[config.mk]
export PLATFORM = sky130hd
export DESIGN_NAME = serial_subtractor
export DESIGN_NICKNAME = d
export VERILOG_FILES = /design/src/rtl/serial_subtractor_pkg.sv /design/src/rtl/serial_subtractor_full_subractor.sv /design/src/rtl/serial_subtractor.sv
export SDC_FILE = /design/constraint.sdc
export NUM_CORES = 1
export LEC_CHECK = 0
export BUFFER_PORTS_ARGS = -buffer_cell sky130_fd_sc_hd__buf_2
export CORE_MARGIN = 2
export CORE_UTILIZATION = 48
export DETAILED_ROUTE_END_ITERATION = 10
export PLACE_DENSITY = 0.84
export SLEW_MARGIN = 20
export SYNTH_ARGS = -nofsm -noshare
export SYNTH_HDL_FRONTEND = slang
export SYNTH_SLANG_ARGS = --single-unit
[constraint.sdc]
create_clock -name clk -period 1.2 [get_ports clk]
set_input_delay 0.3 -clock clk [delete_from_list [all_inputs] [get_ports clk]]
set_output_delay 0.3 -clock clk [all_outputs]
set_load 0.05 [all_outputs]
[src/rtl/serial_subtractor_pkg.sv]
// Shared constants for the bit-serial subtractor: FSM encodings and the widest supported operand.
package serial_subtractor_pkg;

    localparam logic [1:0] ST_IDLE  = 2'd0;
    localparam logic [1:0] ST_SHIFT = 2'd1;
    localparam logic [1:0] ST_DONE  = 2'd2;

    localparam int MAX_SERIAL_WIDTH = 32;

endpackage

[src/rtl/serial_subtractor_full_subractor.sv]
// Existing 1-bit full subtractor cell: diff = a - b - c, borrow out when that underflows.
module full_subractor (
    input  logic a,
    input  logic b,
    input  logic c,
    output logic diff,
    output logic borrow
);

    assign diff   = a ^ b ^ c;
    assign borrow = (~a & b) | (~(a ^ b) & c);

endmodule

[src/rtl/serial_subtractor.sv]
// Bit-serial WIDTH-bit subtractor: one full_subractor cell with its borrow looped back through a flop.
module serial_subtractor
    import serial_subtractor_pkg::*;
#(
    parameter int WIDTH = 8
) (
    input  logic             clk,
    input  logic             rst,
    input  logic             start,
    input  logic [WIDTH-1:0] a_in,
    input  logic [WIDTH-1:0] b_in,
    output logic             busy,
    output logic             done,
    output logic [WIDTH-1:0] diff_out,
    output logic             borrow_out
);

    localparam int CNT_W = (WIDTH > 1) ? $clog2(WIDTH) : 1;
    localparam logic [CNT_W-1:0] LAST_BIT = CNT_W'(WIDTH - 1);

    if (WIDTH < 2 || WIDTH > MAX_SERIAL_WIDTH) begin : g_bad_width
        $error("serial_subtractor: WIDTH out of range");
    end

    logic [1:0]       state;
    logic [WIDTH-1:0] a_sh;
    logic [WIDTH-1:0] b_sh;
    logic [WIDTH-2:0] d_sh;
    logic [CNT_W-1:0] cnt;
    logic             borrow_q;
    logic [WIDTH-1:0] diff_q;
    logic             borrow_out_q;
    logic             cell_diff;
    logic             cell_borrow;
    logic [WIDTH-1:0] shift_word;

    full_subractor u_fs (
        .a      (a_sh[0]),
        .b      (b_sh[0]),
        .c      (borrow_q),
        .diff   (cell_diff),
        .borrow (cell_borrow)
    );

    // Only the newest WIDTH-1 result bits are kept; the oldest falls off as the new one enters.
    assign shift_word = {cell_diff, d_sh};

    always_ff @(posedge clk) begin
        if (rst) begin
            state        <= ST_IDLE;
            a_sh         <= '0;
            b_sh         <= '0;
            d_sh         <= '0;
            cnt          <= '0;
            borrow_q     <= 1'b0;
            diff_q       <= '0;
            borrow_out_q <= 1'b0;
        end else begin
            case (state)
                ST_IDLE: begin
                    if (start) begin
                        a_sh     <= a_in;
                        b_sh     <= b_in;
                        borrow_q <= 1'b0;
                        cnt      <= '0;
                        state    <= ST_SHIFT;
                    end
                end
                ST_SHIFT: begin
                    a_sh     <= a_sh >> 1;
                    b_sh     <= b_sh >> 1;
                    d_sh     <= shift_word[WIDTH-1:1];
                    borrow_q <= cell_borrow;
                    cnt      <= cnt + CNT_W'(1);
                    if (cnt == LAST_BIT) begin
                        diff_q       <= shift_word;
                        borrow_out_q <= cell_borrow;
                        state        <= ST_DONE;
                    end
                end
                ST_DONE: state <= ST_IDLE;
                default: state <= ST_IDLE;
            endcase
        end
    end

    assign busy       = (state == ST_SHIFT);
    assign done       = (state == ST_DONE);
    assign diff_out   = diff_q;
    assign borrow_out = borrow_out_q;

endmodule

Yosys cells after proc, flatten, opt, wreduce, memory -nomap -nowiden:

Index checks and enable logic that the tools add are counted.

* bits in registers: 38
* bits of input ports: 19
* word-level logic and storage cells: 37

* $add $sub $neg: 1
* eq/ne operators: 5
* mux-type cells: 11
* bitwise gates (word level): 7
* reductions and logical operators: 5

Operator list (number)
* $pmux W8 S2: 2
* $mux W8: 2
* $pmux W3 S2: 1
* $reduce_and A2 Y1: 3
* $mux W2: 2
* $pmux W2 S2: 1
* $add A3 B1 Y3 const B: 1
* $eq A3 B3 Y1 const B: 1
* $mux W3: 1
* $and A1 B1 Y1: 2
* $eq A2 B1 Y1 const B: 1
* $eq A2 B2 Y1 const B: 1
* $logic_not A2 Y1: 1
* $ne A2 B1 Y1 const B: 1
* $ne A2 B2 Y1 const B: 1
* $not A1 Y1: 2
* $pmux W1 S2: 1
* $reduce_bool A2 Y1: 1
* $xor A1 B1 Y1: 2
* $mux W1: 1
* $or A1 B1 Y1: 1

Logic depth before layout (Yosys ltp):

Gate-level depths: netlist of run 1.

* word-level depth: 5
* depth in mapped cells: 6

Hierarchy:

Synthesis of run 1 repeated with hierarchy kept, for this count alone.

* cells, all modules: 170
* area, all modules: 1611.5 um^2

Modules (own cells, without submodules)
* serial_subtractor: instances 1, cells an instance 166, area an instance 1580.3 um^2, sequential area each 760.7 um^2
* full_subractor: instances 1, cells an instance 4, area an instance 31.3 um^2, sequential area each 0.0 um^2

Least setup slack after synthesis of run 1:

No wires, ideal clock.

* path type: register -> output
* start: register state[0]
* end: output port done
* data arrival time: 1301 ps
* required time: 900 ps
* slack: -401 ps
* cell stages (with the launch flop): 4
* path buffers: 2
* path through: dfxtp_1 buf_6 buf_8 nor2b_1

* word-level cells in the longest chain between the ends: 1

RTL lines
* from (decl): line serial_subtractor.sv:25 `logic [1:0] state;`
* from (signal assigned): line serial_subtractor.sv:50 `state <= ST_IDLE;`
* from (signal assigned): line serial_subtractor.sv:66 `state <= ST_SHIFT;`
* from (signal assigned): line serial_subtractor.sv:78 `state <= ST_DONE;`
* $eq A2 B2 Y1: line serial_subtractor.sv:88 `assign done = (state == ST_DONE);`
* to (decl): line serial_subtractor.sv:13 `output logic done,`

No other way between the ends.

Worst setup path in the final report of run 1:

Ends and elaborated chain as after synthesis.

==> results.yml, run 1 <==
run_status:
  status: "finished with violations"
  failed_checks: "setup timing"
timing:
  hold_viol: 0
  setup_viol: 29
  slew_headroom: 0.828
  worst_pin_slew_ns: 0.258
  grt_setup_unrepaired: "yes"
  fin_crit_ns: 1.44
  fmax_mhz: 697
  setup_ws_ns: -0.235
  fin_skew_ns: 0.0162
  drv_slew: 0
  post-route-period-util: 1.20
  setup_tns_ns: -3.28
synthesis:
  ys_top_cells_by_count: "dfxtp_1 (38), nand2_1 (30), nor2_1 (22), a21oi_1 (15), mux2i_1 (14)"
  synth_top_family_by_area: "compound AO/OA/AOI/OAI gates"
  yosys.area_share.simple: 0.145
  synthesis.area_mm2: 0.00159
  yosys.area.top_type_share: 0.478
  synth-compound-area-share: 0.194
  synth_flop_cell: "dfxtp_1"
  ys_async_sr_fraction: 0
  synth_largest_area_cell: "dfxtp_1"
  synthAdderAreaFrac: 0.0283
  synth_edf_count: 0
  synth-seq-cells: 38
  post-synth-top-count-cell: "dfxtp_1"
  syn_area_per_cell_um2: 9.59
  synth_cell_types: 25
  yosysWarnings: 0
  synth_xor_area_frac: 0
  synth_mux_area_frac: 0.0881
  ys_top_cells_by_area: "dfxtp_1 (48%), mux2i_1 (8.8%), a211oi_2 (7.9%), nand2_1 (7.1%), nor2_1 (5.2%)"
  synth-seq-area-share: 0.478
  syn-num-nets: 188
  syn_inst: 166
clocking:
  cts_tree: "yes"
  path_clk_slew_ns: 0.12
  clock_path_buffers: 2
  clkLatencyLatePin_ns: 0.36
  root_buffer: "clkbuf_4"
  htree_levels: 2
  cts_buffers: 5
  cts.hold.buffers_added: 0
  numClockSinks: 38
flow_run:
  maxCapViolCount: 0
route:
  drc: 0
  drtIter0Drc: 80
  drt_pass1_iterations: 4
  ant_nets: 0
  totalWireLength_um: 4740
  wl_per_cell_um: 18.3
  vias: 1418
  via_per_inst: 5.47
floorplanning:
  die_w_um: 61.6
  dieHeight_um: 61.6
  core_area_mm2: 0.00310
  initial_core_util: 0.513
  io_pins: 30
  die_area_mm2: 0.00379
  core.rowCount: 20
critical_path:
  cp-end-kind: "primary output"
  reg2reg_depth: 6
  rr_startpoint: "state[0]"
  path_max_fanout: 3
  worstSetupPathType: "register to primary output"
  reg2reg_to: "b_sh[6]"
  cp-start-kind: "register"
  rrSetupSlack_ns: -0.16
  worstPathRequired_ns: 0.90
  worstPathArrival_ns: 1.14
global_routing:
  grt_overflow: 0
  grt_start_max_net_pins: 25
  grt_first_pass_wirelength_um: 5540
  grt.total_usage: 0.203
  grt_pass1_vias: 1274
  antenna_found_initial: 0
pwr:
  ir_drop_v: 0.000741
  power_leakage_nw: 0.937
  p_per_area_mw_per_mm2: 1070
placed_design:
  io_buffers: 29
  dp_hpwl_um: 2110
  post-place-ws_ns: -0.0540
  placed_cells: 241
  place.gp.congestion: 0.733
worst_hold_path:
  hold_end: "a_sh[7]"
  min_from: "a_in[7]"
  hold_path_depth: 3
  hp-class: "input port to register"
finish:
  ff_latch_area_um2: 786
  num_antenna_cells: 0
  nFillCells: 197
  final_cells: 259
  fin_util: 0.774
  syn2layout_area_growth_pct: 50.9
  drive_above_1_share: 0.619
  layout.nets: 236
  multi_input_area_um2: 966
## per-layer routing
| metal | vias to the layer above | track usage | share of wire |
|---|---|---|---|
| met5 | - | 0 | 0 |
| met2 | 50 | 0.323 | 0.50 |
| li1 | 667 | - | - |
| met1 | 691 | 0.251 | 0.44 |
| met4 | 0 | 0.116 | 0.022 |
| met3 | 10 | 0.0462 | 0.040 |
## sequential cells by signal, summed over array words and instances (netlist names)
name,cells
cnt,3
borrow_q,1
state,2
a_sh,8
borrow_out,1
b_sh,8
d_sh,7
diff_out,8
## where the power goes
group          total [mW]  internal (mW)  switching, mW
logic               0.470          0.236          0.234
registers            1.37           1.32         0.0576
clock network       0.724          0.284          0.441
## through the flow
| stage | area [µm²] | total power [mW] | hold WS, ns |
|---|---|---|---|
| global placement | 1860 | 1.68 | 0.441 |
| floorplan | 1630 | 1.61 | 0.418 |
| finish | 2400 | 2.57 | 0.197 |
| global route | 2400 | 2.65 | 0.205 |
| detailed placement | 1860 | 1.69 | 0.447 |
| CTS | 2100 | 2.40 | 0.188 |
## cell usage in the layout (no fill, tap or decap), drive strengths merged
cell type / n
a211oi: 17
a21oi: 15
a22oi: 4
a2bb2oi: 1
and3b: 1
buf: 50
clkbuf: 10
clkinv: 1
dfxtp: 38
fa: 1
ha: 2
inv: 3
mux2i: 14
nand2: 30
nand2b: 1
nand3b: 1
nor2: 22
nor2b: 1
nor3b: 1
o21ba: 1
o21bai: 1
## cells by family after synthesis
logic type	after synthesis
AO/OA/AOI/OAI	39
buffers and inverters	15
AND/OR/NAND/NOR	57
flip-flops	38
adder cells (fa/ha/maj)	3
multiplexers	14
## area by class of cell
type | instances | area share
Timing Repair Buffer | 53 | 0.217
Sequential cell | 38 | 0.327
Clock buffer | 7 | 0.0229
Inverter | 3 | 0.00573
Multi-Input combinational cell | 113 | 0.402
Tap cell | 44 | 0.0229
Clock inverter | 1 | 0.00208
## worst max-delay path, stage by stage, from the launching register on
cell and delay [ns]:
dfxtp_4 0.39, buf_6 0.12, nor2b_4 0.11, buf_8 0.15
## what timing repair did
item,in CTS,in global routing
pin swaps,11,12
cloned,0,4
endpoints found under the setup margin,25,40
gates resized for setup,53,52
buffers inserted,2,5
hold endpoints to repair,0,0
## worst max-delay path by stage
stage | from | to | slack, ns
final | state[0] | done | -0.24
after floorplan | cnt[0] | borrow_out | 0.002
after global placement | cnt[0] | borrow_out | -0.01
after global routing | state[0] | done | -0.26
after detailed placement | cnt[0] | borrow_out | -0.05
after CTS | state[0] | done | -0.20
Power figures use the tool's default switching activity.
==> run 2: changes to the inputs <==
Settings changed: CORE_MARGIN 2 to default, GPL_TIMING_DRIVEN from default to 0, REMOVE_ABC_BUFFERS from default to 1.
==> results.yml, run 2 (synthesis results as in run 1) <==
pwr:
  p_per_area_mw_per_mm2: 1110
  switching_share: 0.272
  pwr-share-clk: 0.320
  p_sw_mw: 0.743
  power_leakage_nw: 0.946
  finalPower_mw: 2.74
  p_int_mw: 1.99
  sequentialPowerShare: 0.502
  p_comb_frac: 0.178
  ir_drop_v: 0.000916
worst_hold_path:
  hold_path_depth: 3
  hp-class: "input port to register"
clocking:
  clkLatencyLatePin_ns: 0.35
  cts.hold.buffers_added: 0
  root_buffer: "clkbuf_4"
  path_clk_slew_ns: 0.12
  cts_buffers: 5
  clock_path_buffers: 2
  numClockSinks: 38
  cts_tree: "yes"
  htree_levels: 2
floorplanning:
  die_area_mm2: 0.00355
  io_pins: 30
  die_w_um: 59.6
  dieHeight_um: 59.6
  core_area_mm2: 0.00310
  initial_core_util: 0.513
  core.rowCount: 20
route:
  vias: 1453
  drc: 0
  ant_nets: 0
  wl_per_cell_um: 16.8
  via_per_inst: 5.44
  drt_pass1_iterations: 4
  totalWireLength_um: 4490
  drtIter0Drc: 39
timing:
  setup_ws_ns: -0.178
  slew_headroom: 0.406
  fmax_mhz: 726
  hold_slack_ns: 0.216
  drv_slew: 0
  setup_viol: 28
  setup_tns_ns: -1.66
  fin_skew_ns: 0.00471
  post-route-period-util: 1.15
  hold_viol: 0
  fin_crit_ns: 1.38
  grt_setup_unrepaired: "yes"
  worst_pin_slew_ns: 0.891
placed_design:
  place_area_mm2: 0.00170
  dp_hpwl_um: 1780
  io_buffers: 29
  place.gp.congestion: 0.720
  placed_cells: 227
  post-place-ws_ns: -1.11
finish:
  nFillCells: 208
  layout.nets: 244
  final_cells: 267
  multi_input_area_mm2: 0.00104
  stdcell_area_mm2: 0.00247
  final_common_cell: "dfxtp_1"
  final_cell_mix: "dfxtp_1 (23), buf_4 (21), nand2_1 (20)"
  ff_latch_area_um2: 787
  drive_above_1_share: 0.664
  num_antenna_cells: 0
  syn2layout_area_growth_pct: 55.5
  fin_util: 0.798
critical_path:
  critPathBufInv: 2
  cp_top_family: "flip-flops"
  cp-end-kind: "primary output"
  path_max_fanout: 3
  cp-start-kind: "register"
  crit_slowest_cell: "dfxtp_4"
  rrSetupSlack_ns: -0.11
  reg2reg_to: "a_sh[5]"
  crit_path_cell_trace: "nand2b_4, inv_8, buf_8"
  worstPathRequired_ns: 0.90
  rr_startpoint: "state[1]"
  worstSetupEndpoint: "busy"
  crit_cells: 3
  reg2reg_depth: 6
  max_stage_delay_ns: 0.37
  worstSetupPathType: "register to primary output"
  cp-startpoint: "state[1]"
  worstPathArrival_ns: 1.08
global_routing:
  grt_overflow: 0
  grt_start_max_net_pins: 39
  grt_first_pass_wirelength_um: 5800
  antenna_found_initial: 0
  grt_pass1_vias: 1265
  grt.total_usage: 0.225
flow_run:
  maxCapViolCount: 0
run_status:
  failed_checks: "setup timing"
  status: "finished with violations"
==> run 2: cell type report <==
| cell class | instances | share of cell area |
|---|---|---|
| Sequential cell | 38 | 0.318 |
| Timing Repair Buffer | 57 | 0.202 |
| Clock buffer | 5 | 0.0152 |
| Tap cell | 44 | 0.0222 |
| Inverter | 3 | 0.00758 |
| Clock inverter | 3 | 0.0162 |
| Multi-Input combinational cell | 117 | 0.419 |
==> run 2: power by group through the flow <==
stage / Combinational [mW] / Clock, mW / Sequential [mW]
after floorplan: 0.171 / 0 / 1.39
after global placement: 0.242 / 0 / 1.39
after detailed placement: 0.249 / 0 / 1.40
after CTS: 0.338 / 0.869 / 1.35
after global routing: 0.517 / 0.939 / 1.38
final: 0.487 / 0.876 / 1.37
==> run 2: timing repair <==
action / in CTS / in global routing
pin swaps: 9 / 33
buffers inserted: 10 / 17
endpoints found under the hold margin: 0 / 0
cloned: 3 / 2
setup endpoints to repair: 49 / 39
gates resized for setup: 51 / 76
==> run 2: how the worst min path moves through the flow <==
stage,start,endpoint,slack [ns]
2_1_floorplan,rst,a_sh[0],0.36
4_1_cts,b_in[7],b_sh[7],0.18
3_3_place_gp,diff_out[5],diff_out[5],0.44
5_1_grt,a_in[7],a_sh[7],0.20
6_report,a_in[7],a_sh[7],0.22
3_5_place_dp,diff_out[0],diff_out[0],0.44
==> run 2: metal layers <==
metal | routed length [µm] | global-route usage | vias to the layer above
met5 | 0 | 0 | -
met4 | 110 | 0.103 | 0
met3 | 181 | 0.0546 | 12
met2 | 2520 | 0.390 | 41
met1 | 1670 | 0.260 | 708
li1 | - | - | 692
==> run 2: worst reg2reg max path, stage by stage, from the launching register on <==
cell and delay [ns]:
dfxtp_4 0.37, buf_4 0.13, buf_6 0.13, o21ba_4 0.29, buf_4 0.14, nor2_2 0.03
a211oi_2 0.14
==> run 3: changes to the inputs <==
Settings changed: MAX_ROUTING_LAYER from default to met4.
==> results.yml, run 3 (synthesis results as in run 1) <==
critical_path:
  worstSetupPathType: "register to primary output"
  rrSetupSlack_ns: -0.11
  rr_startpoint: "state[1]"
  crit_slowest_cell: "dfxtp_4"
  worstPathRequired_ns: 0.90
  cp-end-kind: "primary output"
  worstPathArrival_ns: 1.08
  path_max_fanout: 3
  crit_path_cell_trace: "nand2b_4, inv_8, buf_8"
  reg2reg_depth: 6
  cp-start-kind: "register"
  reg2reg_to: "a_sh[5]"
  max_stage_delay_ns: 0.37
placed_design:
  io_buffers: 29
  place.gp.congestion: 0.729
  dp_hpwl_um: 1780
  placed_cells: 227
clocking:
  root_buffer: "clkbuf_4"
  cts_tree: "yes"
  htree_levels: 2
  numClockSinks: 38
  clkLatencyLatePin_ns: 0.36
  cts_buffers: 5
  path_clk_slew_ns: 0.12
  clock_path_buffers: 2
finish:
  num_antenna_cells: 0
  ff_latch_area_um2: 787
  final_common_cell: "dfxtp_1"
  drive_above_1_share: 0.645
  nFillCells: 215
  multi_input_area_mm2: 0.00102
  final_cells: 261
  final_cell_mix: "dfxtp_1 (23), nand2_1 (21), buf_2 (18)"
  fin_util: 0.778
  syn2layout_area_growth_pct: 51.7
  layout.nets: 238
route:
  ant_nets: 0
  vias: 1390
  via_per_inst: 5.33
  wl_per_cell_um: 16.2
  totalWireLength_um: 4230
  drtIter0Drc: 47
  drc: 0
  drt_pass1_iterations: 4
timing:
  setup_ws_ns: -0.183
  fmax_mhz: 723
  post-route-period-util: 1.15
  worst_pin_slew_ns: 0.893
  slew_headroom: 0.405
  hold_viol: 0
  fin_skew_ns: 0.00877
  drv_slew: 0
  fin_crit_ns: 1.38
  setup_tns_ns: -1.58
  setup_viol: 26
  grt_setup_unrepaired: "yes"
worst_hold_path:
  min_from: "b_in[7]"
  hp-class: "input port to register"
  hold_end: "b_sh[7]"
  hold_path_depth: 3
global_routing:
  antenna_found_initial: 0
  grt_pass1_vias: 1260
  grt_start_max_net_pins: 39
  grt_first_pass_wirelength_um: 5820
  grt_overflow: 0
  grt.total_usage: 0.233
pwr:
  ir_drop_v: 0.000916
  p_per_area_mw_per_mm2: 1120
  sequentialPowerShare: 0.508
  p_sw_mw: 0.729
  switching_share: 0.270
  power_leakage_nw: 0.915
  pwr-share-clk: 0.325
  p_comb_frac: 0.167
  p_int_mw: 1.97
floorplanning:
  dieHeight_um: 59.6
  core.rowCount: 20
  die_area_mm2: 0.00355
  die_w_um: 59.6
  io_pins: 30
  initial_core_util: 0.513
  core_area_mm2: 0.00310
run_status:
  status: "finished with violations"
  failed_checks: "setup timing"
flow_run:
  maxCapViolCount: 0
==> run 3: how the worst max path moves through the flow <==
stage | from | end | slack (ns)
finish | state[1] | busy | -0.18
global route | state[1] | busy | -0.23
CTS | state[1] | busy | -0.18
detailed placement | state[0] | busy | -1.11
global placement | state[0] | busy | -1.11
floorplan | state[0] | cnt[0] | -0.65
==> run 3: area by class of cell <==
| cell class | count | share of cell area |
|---|---|---|
| Clock buffer | 5 | 0.0155 |
| Clock inverter | 3 | 0.0166 |
| Inverter | 3 | 0.00777 |
| Multi-Input combinational cell | 117 | 0.423 |
| Sequential cell | 38 | 0.326 |
| Tap cell | 44 | 0.0228 |
| Timing Repair Buffer | 51 | 0.189 |
==> run 3: timing repair <==
item                                   CTS  global route
endpoints found under the hold margin    0             0
setup buffers                           10            12
setup endpoints to repair               49            39
cloned                                   3             1
hold buffers                             0             0
resized for setup                       51            77
pin swaps                                9            31
==> run 3: stage by stage <==
stage | hold WS (ns) | instance area, µm² | power (mW) | setup slack (ns)
2_1_floorplan | 0.365 | 1500 | 1.56 | -0.645
3_3_place_gp | 0.439 | 1700 | 1.64 | -1.11
3_5_place_dp | 0.443 | 1700 | 1.65 | -1.11
4_1_cts | 0.182 | 2060 | 2.56 | -0.175
5_1_grt | 0.205 | 2410 | 2.81 | -0.231
6_report | 0.209 | 2410 | 2.70 | -0.183
==> run 3: power groups by stage <==
stage	clock [mW]	sequential, mW	combinational, mW
2_1_floorplan	0	1.39	0.171
4_1_cts	0.869	1.35	0.338
3_3_place_gp	0	1.39	0.242
5_1_grt	0.955	1.38	0.484
3_5_place_dp	0	1.40	0.249
6_report	0.878	1.37	0.451
==> run 3: worst max-delay path: cells and delay by family, from the launching register on <==
kind | cells | cell delay (ns)
and+or+nand+nor | 1 | 0.16
DFF | 1 | 0.37
buffers and inverters | 2 | 0.19
==> run 3: per-layer routing <==
layer | wire length [µm] | track usage | share of wire
met5 | 0 | - | 0
met2 | 2270 | 0.392 | 0.54
met4 | 76 | 0.0731 | 0.018
met3 | 160 | 0.0786 | 0.038
met1 | 1720 | 0.261 | 0.41
